$ cat src/rtl/mac_pkg.sv
// Shared types and default widths for the MAC datapath blocks.
package mac_pkg;

  typedef enum logic [1:0] {
    ST_IDLE = 2'd0,
    ST_RUN  = 2'd1,
    ST_DONE = 2'd2
  } state_t;

  localparam int MAC_DATA_W     = 8;
  localparam int MAC_ACC_W      = 12;
  localparam int MAC_BRAM_DEPTH = 5;
  localparam int MAC_ADDR_W     = 3;

  // Number of zero bits prepended when widening a product to accumulator width
  localparam int MAC_ZEXT_W     = MAC_ACC_W - MAC_DATA_W;

endpackage

$ cat src/rtl/mac_result_writer.sv
// Takes multiplier products over valid/ready, optionally accumulates them and
// writes one frame of DEPTH results into a single-port result BRAM.
module mac_result_writer
  import mac_pkg::*;
#(
  parameter int DATA_W = MAC_DATA_W,
  parameter int ACC_W  = MAC_ACC_W,
  parameter int DEPTH  = MAC_BRAM_DEPTH,
  parameter int ADDR_W = MAC_ADDR_W,
  parameter int ACCUM  = 1
) (
  input  logic              clk,
  input  logic              rst_n,
  input  logic              start,
  input  logic              in_valid,
  input  logic [DATA_W-1:0] in_data,
  output logic              in_ready,
  output logic              bram_ena,
  output logic              bram_wea,
  output logic [ADDR_W-1:0] bram_addr,
  output logic [ACC_W-1:0]  bram_dina,
  output logic              busy,
  output logic              done,
  output logic [ACC_W-1:0]  acc_out
);

  state_t              r_state;
  state_t              w_state_next;
  logic [ADDR_W-1:0]   r_wr_ptr;
  logic [ACC_W-1:0]    r_acc;
  logic                r_bram_we;
  logic [ADDR_W-1:0]   r_bram_addr;
  logic [ACC_W-1:0]    r_bram_dina;

  logic                w_run;
  logic                w_accept;
  logic                w_last;
  logic                w_new_frame;
  logic [ACC_W-1:0]    w_data_ext;
  logic [ACC_W-1:0]    w_acc_new;

  assign w_run       = (r_state == ST_RUN);
  assign w_accept    = in_valid & w_run;
  assign w_last      = (r_wr_ptr == ADDR_W'(DEPTH - 1));
  assign w_new_frame = start & ~w_run;
  assign w_data_ext  = ACC_W'(in_data);
  // Sum wraps silently at ACC_W bits
  assign w_acc_new   = (ACCUM != 0) ? (r_acc + w_data_ext) : w_data_ext;

  always_comb begin
    w_state_next = r_state;
    case (r_state)
      ST_IDLE: if (start) w_state_next = ST_RUN;
      ST_RUN:  if (w_accept && w_last) w_state_next = ST_DONE;
      ST_DONE: if (start) w_state_next = ST_RUN;
      default: w_state_next = ST_IDLE;
    endcase
  end

  always_ff @(posedge clk or negedge rst_n) begin
    if (!rst_n) begin
      r_state     <= ST_IDLE;
      r_wr_ptr    <= '0;
      r_acc       <= '0;
      r_bram_we   <= 1'b0;
      r_bram_addr <= '0;
      r_bram_dina <= '0;
    end else begin
      r_state   <= w_state_next;
      r_bram_we <= w_accept;
      if (w_accept) begin
        r_bram_addr <= r_wr_ptr;
        r_bram_dina <= w_acc_new;
        r_acc       <= w_acc_new;
        r_wr_ptr    <= w_last ? '0 : r_wr_ptr + ADDR_W'(1);
      end else if (w_new_frame) begin
        r_wr_ptr <= '0;
        r_acc    <= '0;
      end
    end
  end

  assign in_ready  = w_run;
  assign busy      = w_run;
  assign done      = (r_state == ST_DONE);
  assign bram_ena  = r_bram_we;
  assign bram_wea  = r_bram_we;
  assign bram_addr = r_bram_addr;
  assign bram_dina = r_bram_dina;
  assign acc_out   = r_acc;

endmodule

$ cat config.mk
export PLATFORM = sky130hd
export DESIGN_NAME = mac_result_writer
export DESIGN_NICKNAME = d
export VERILOG_FILES = /design/src/rtl/mac_pkg.sv /design/src/rtl/mac_result_writer.sv
export SDC_FILE = /design/constraint.sdc
export NUM_CORES = 1
export LEC_CHECK = 0
export ABC_AREA = 1
export CAP_MARGIN = 20
export CORE_MARGIN = 1
export CORE_UTILIZATION = 25
export DETAILED_ROUTE_END_ITERATION = 8
export GPL_ROUTABILITY_DRIVEN = 0
export GPL_TIMING_DRIVEN = 0
export PLACE_DENSITY = 0.49
export SLEW_MARGIN = 5
export SYNTH_ARGS = -nofsm -noshare
export SYNTH_HDL_FRONTEND = slang
export SYNTH_SLANG_ARGS = --single-unit
$ cat constraint.sdc
create_clock -name clk -period 2.99 [get_ports clk]
set_clock_uncertainty 0.1 [all_clocks]
set_input_delay 0.4485 -clock clk [delete_from_list [all_inputs] [get_ports clk]]
set_output_delay 0.4485 -clock clk [all_outputs]
set_load 0.02 [all_outputs]
# == Word-level counts from Yosys, hierarchy flattened ==
# Index checks and enable logic that the tools add are counted.
# word_totals
out_inout_bits,32
ff_bits,33
inputBits,12
elab_cells,29
# op_classes
n_eq_ne,5
reduce_logical,5
addsub,2
mux,8
bitwise,3
# op_table
cell,n
$mux W12,2
$add A12 B8 Y12,1
$mux W3,3
$mux W2,2
$ne A2 B1 Y1 const B,2
$pmux W2 S2,1
$add A3 B1 Y3 const B,1
$eq A3 B3 Y1 const B,1
$and A1 B1 Y1,2
$eq A2 B1 Y1 const B,1
$eq A2 B2 Y1 const B,1
$logic_not A2 Y1,1
$reduce_and A2 Y1,1
$reduce_bool A2 Y1,1
$reduce_or A2 Y1,1
$logic_and A1 B1 Y1,1
$not A1 Y1,1

# == Longest topological paths before layout ==
# depth
ltp_word,5
mapped_depth,10
depth_no_buf,10

# == Worst setup path after synthesis ==
# Ideal clock, no wire load.
# synth_path
kind,reg2reg
start,"register r_acc[0], in the netlist acc_out[0]"
end,"register r_acc[8], in the netlist acc_out[8]"
setup_time_ns,0.119
required_time_ns,2.771
arrival_ns,1.584
path_slack_ns,1.187
stages_incl_launch_ff,9
path_buffers,0
synth_period_minus_slack_ns,1.803
path_cell_list,dfrtp_1 -> ha_1 -> fa_1 -> nand3_1 -> nand3_1 -> nand2_1 -> nand3b_1 -> nand3_1 -> nand2_1
# synth_via
elab_chain_len,2
# synth_lines
item,line,text
start: declaration,mac_result_writer.sv:30,logic [ACC_W-1:0] r_acc;
start signal: assignment,mac_result_writer.sv:74,r_acc <= w_acc_new;
$add A12 B8 Y12,mac_result_writer.sv:48,assign w_acc_new = (ACCUM != 0) ? (r_acc + w_data_ext) : w_data_ext;
$mux W12,mac_result_writer.sv:71,if (w_accept) begin
# Every way passes these cells.
# A chain may end at the register's enable or synchronous reset.

# == Final worst setup path ==
# layout_path
start,register r_state[1]
end,output in_ready
# layout_via
elab_chain_len,1
# layout_lines
item,line,text
start: declaration,mac_result_writer.sv:27,state_t r_state;
start signal: assignment,mac_result_writer.sv:69,r_state <= w_state_next;
$eq A2 B1 Y1,mac_result_writer.sv:42,assign w_run = (r_state == ST_RUN);
end: declaration,mac_result_writer.sv:17,"output logic in_ready,"
# Every way passes these cells.

==> metrics list <==
* Site row count: 30
- The synthesized design contains 0 enable-type register cells.
- Worst R2R Setup Slack: 1.08 ns
- Static timing analysis puts the maximum clock frequency at 0.460 GHz.
* Register bit count reported by yosys: 33
* Initial cell density of the core: 26.5%
- Worst Setup EP: in_ready
* Highest fanout seen on the critical path: 3
* Synth Area in Adders: 7.90%
* Pin count of the biggest net entering global routing: 34
- The worst setup path is of the flip-flop to output port kind.
- Combinational Power Share: 56.4%
- The detailed router finished its first iteration with 39 violations.
* Remaining global-route overflow: 0
* Total routing resource utilization after global routing: 12.7%
- Bufs on Longest Clock Path: 2
- The first global-routing pass estimated 7400 µm of wire.
- Before CTS, the worst setup slack after placement is 0.578 ns.
- Buffer type at the clock tree root: clkbuf_8
* Nets in the synthesized netlist: 256
- Final count of pins violating max slew: 0
* Leakage power total: 1.26 nW
- For this run, design rule violations remaining after detail routing come to 0.
- Net count of the finished layout: 306
- Number of hold buffers added after cts: 0
- Setup repair after global routing left no endpoint under its margin.
* Clock latency of the later-clocked register in the worst-skew pair: 0.28 ns
- Among all flip-flop cells after synthesis, the most frequent one is dfrtp_1.
- Switch share: 44.2%
- TritonCTS clock tree: yes
* Fin crit share: 72.8%
- Detailed Place HPWL: 3320 µm
- Via/cell ratio: 4.27
- Clk slew on worst S/H paths: 0.07 ns
- Data arrival time at the worst-slack endpoint: 1.63 ns
* Via count of the first global-routing pass: 1570
- Post-route antenna net violation count: 0
- Vias: 1622
* Antenna violations before repair: 0
* Post-synthesis compound-gate area fraction: 5.18%
- Cts repair resizes: 0
- The routed design could run at a clock period as short as 2.18 ns.
* Maximum capacitance violations: 0
* Chip Width: 87.7 µm
* Placed Instances: 372
- Post-Synthesis Mean Instance Area: 7.88 µm²
- In this run the count of I/O pins placed on the die edge is 44.
- Warnings, synthesis: 0
* Cells on worst reg2reg path: 8
* Clock share of power: 12.9%
- Detailed Routing Iterations Pass 1: 6
- Non-filler instance count after layout: 380
* Power share of the sequential group: 30.7%
* Startpoint Class: flip-flop
- Post-synthesis instance area: 1840 µm²
- Setup total negative slack on the finished layout was measured at 0 ns.
- The endpoint identified for the worst register-to-register timing path is bram_dina[8].
- Most common library cells after synthesis: 96 x nand2_1, 33 x dfrtp_1, 23 x inv_1
- Summing the areas of all xor and xnor instances in the mapped netlist gives 0.954% of the synthesized area.
- Cell with the most instances after synthesis: nand2_1
- Measured against the total synthesized area, the mux share comes to 0%.
- The run finished with clean final reports.
- The netlist uses 28 different library cells.
* Die area: 7690 µm²
- Endpoints failing setup: 0
- The analysis attributes to net switching a power of 1.14 mW.
- Total wirelength of the detailed-routed design: 4400 µm
- Number of standard cells after synthesis: 233
- Proportion of synthesized chip area in sequential cells: 45.0%
- The area growth from synthesis to layout is 34.2%.
* Ratio of cells with drive above 1 in the final layout: 10.2%
- Buffers inserted during clock tree synthesis total 5.
- Number of sinks handled by clock tree synthesis: 33
* Internal power component: 1.43 mW
- Measured against its own limit, the worst slew margin works out to 49.7%.
- The largest total area in the synthesized netlist belongs to dfrtp_1.
- Tracing the worst setup path back leads to its startpoint at r_state[1].
- Port bufs: 43
- Number of buffers added for setup after CTS: 0
- Reg-to-Reg Start: acc_out[0]
- Across the VDD grid, the largest voltage drop is 375 µV.
* Cells taking the most area after synthesis: dfrtp_1 45%, nand2_1 20%, ha_1 6.8%
- The repair_antennas step left the layout with diodes totalling 0.
- The count of final hold-check violations was 0.
- The floorplan step defined a core boundary enclosing 6940 µm².
- In this run the worst hold path is classified as input port to asynchronous set/reset pin.
- Total Power: 2.57 mW
- STA puts the critical path data required time at 2.44 ns.
- Asr flop ratio synth: 100%
* H-tree depth: 2
* Synth top area share: 45.0%
- Endpoint type of the worst setup path: output port
* PnR worst setup slack: 0.814 ns
- Final routed wire length divided by cell count: 11.6 µm
* Die Span Y: 87.7 µm
* Post-synthesis simple-gate area fraction: 33.2%
- For the pin with the worst max-slew slack, the measured transition is 0.754 ns.
* Power Density: 1040 nW/µm²
- Combinational family with the most area after synthesis: simple AND/OR/NAND/NOR gates
==> routing by layer <==
metal	vias up	global-route usage (%)	share of wire (%)
met5	-	0	0
met4	0	4.47	1.3
met3	7	2.92	3.8
met2	40	21.2	48
met1	744	16.1	47
li1	831	-	-
==> cell families (layout without fill, tap and decap cells) <==
group,count (synthesis),in the layout
simple gates,139,139
flops,33,33
xor+xnor,2,2
compound gates,17,17
fa+ha+maj,11,11
buf+inv,31,82
==> how the worst min path moves through the flow <==
stage | startpoint | end | slack [ns] | cells past startpoint
floorplan | rst_n | acc_out[0] | 0.05 | 0
global placement | bram_dina[1] | bram_dina[1] | 0.36 | 2
detailed placement | bram_dina[9] | bram_dina[9] | 0.37 | 2
CTS | rst_n | bram_dina[2] | 0.16 | 1
global route | rst_n | bram_dina[2] | 0.20 | 1
finish | rst_n | bram_dina[2] | 0.13 | 1
==> critical path, cell delays in order (launching register included) <==
cell and delay (ns):
dfrtp_1 0.37, inv_1 0.08, nand2_2 0.08, inv_1 0.11, buf_4 0.11, clkdlybuf4s50_1 0.59
==> sequential cells by signal (all words and copies together), names as in the netlist <==
| signal | count |
|---|---|
| acc_out | 12 |
| r_state | 2 |
| bram_dina | 12 |
| bram_addr | 3 |
| r_wr_ptr | 3 |
| bram_ena | 1 |
==> cells in the final DEF, fill, tap and decap left out, types with 2 or more instances in the layout <==
master / netlist / layout
o21ai_0: 10 / 10
dfrtp_1: 33 / 33
inv_2: 2 / 2
buf_2: 1 / 2
inv_1: 23 / 23
nand3_1: 13 / 13
nand3b_1: 2 / 2
nand2_2: 5 / 5
clkbuf_8: 0 / 5
nand2_1: 96 / 96
nand3_2: 4 / 4
clkdlybuf4s50_1: 0 / 42
nand4_1: 5 / 5
nor2_1: 10 / 10
buf_4: 3 / 3
buf_6: 2 / 2
a21oi_1: 2 / 2
clkinv_2: 0 / 2
ha_1: 10 / 10
==> power groups by stage <==
stage / clock, mW / sequential (mW) / combinational, mW
after detailed placement: 0 / 0.799 / 1.47
after global placement: 0 / 0.797 / 1.46
after CTS: 0.341 / 0.793 / 1.47
after global routing: 0.362 / 0.815 / 1.63
final: 0.330 / 0.790 / 1.45
after floorplan: 0 / 0.984 / 0.696
==> final cells by class <==
type	instances	area, µm²
inverter	25	93.8
multi-input combinational	169	867
clock inverter	2	10.0
timing repair buffer	43	425
clock buffer	6	72.6
fill	749	4480
sequential	33	826
tap	96	120
buffer	6	50.0
==> stage by stage <==
| stage | cell area [µm²] | util, % | hold WS [ns] |
|---|---|---|---|
| after floorplan | 1840 | - | 0.0529 |
| final | 2460 | 35.5 | 0.131 |
| after detailed placement | 2380 | 34.3 | 0.368 |
| after global routing | 2460 | 35.5 | 0.195 |
| after global placement | 2390 | 34.4 | 0.360 |
| after CTS | 2460 | 35.5 | 0.160 |
No activity file was read; power rests on OpenSTA's default activity.
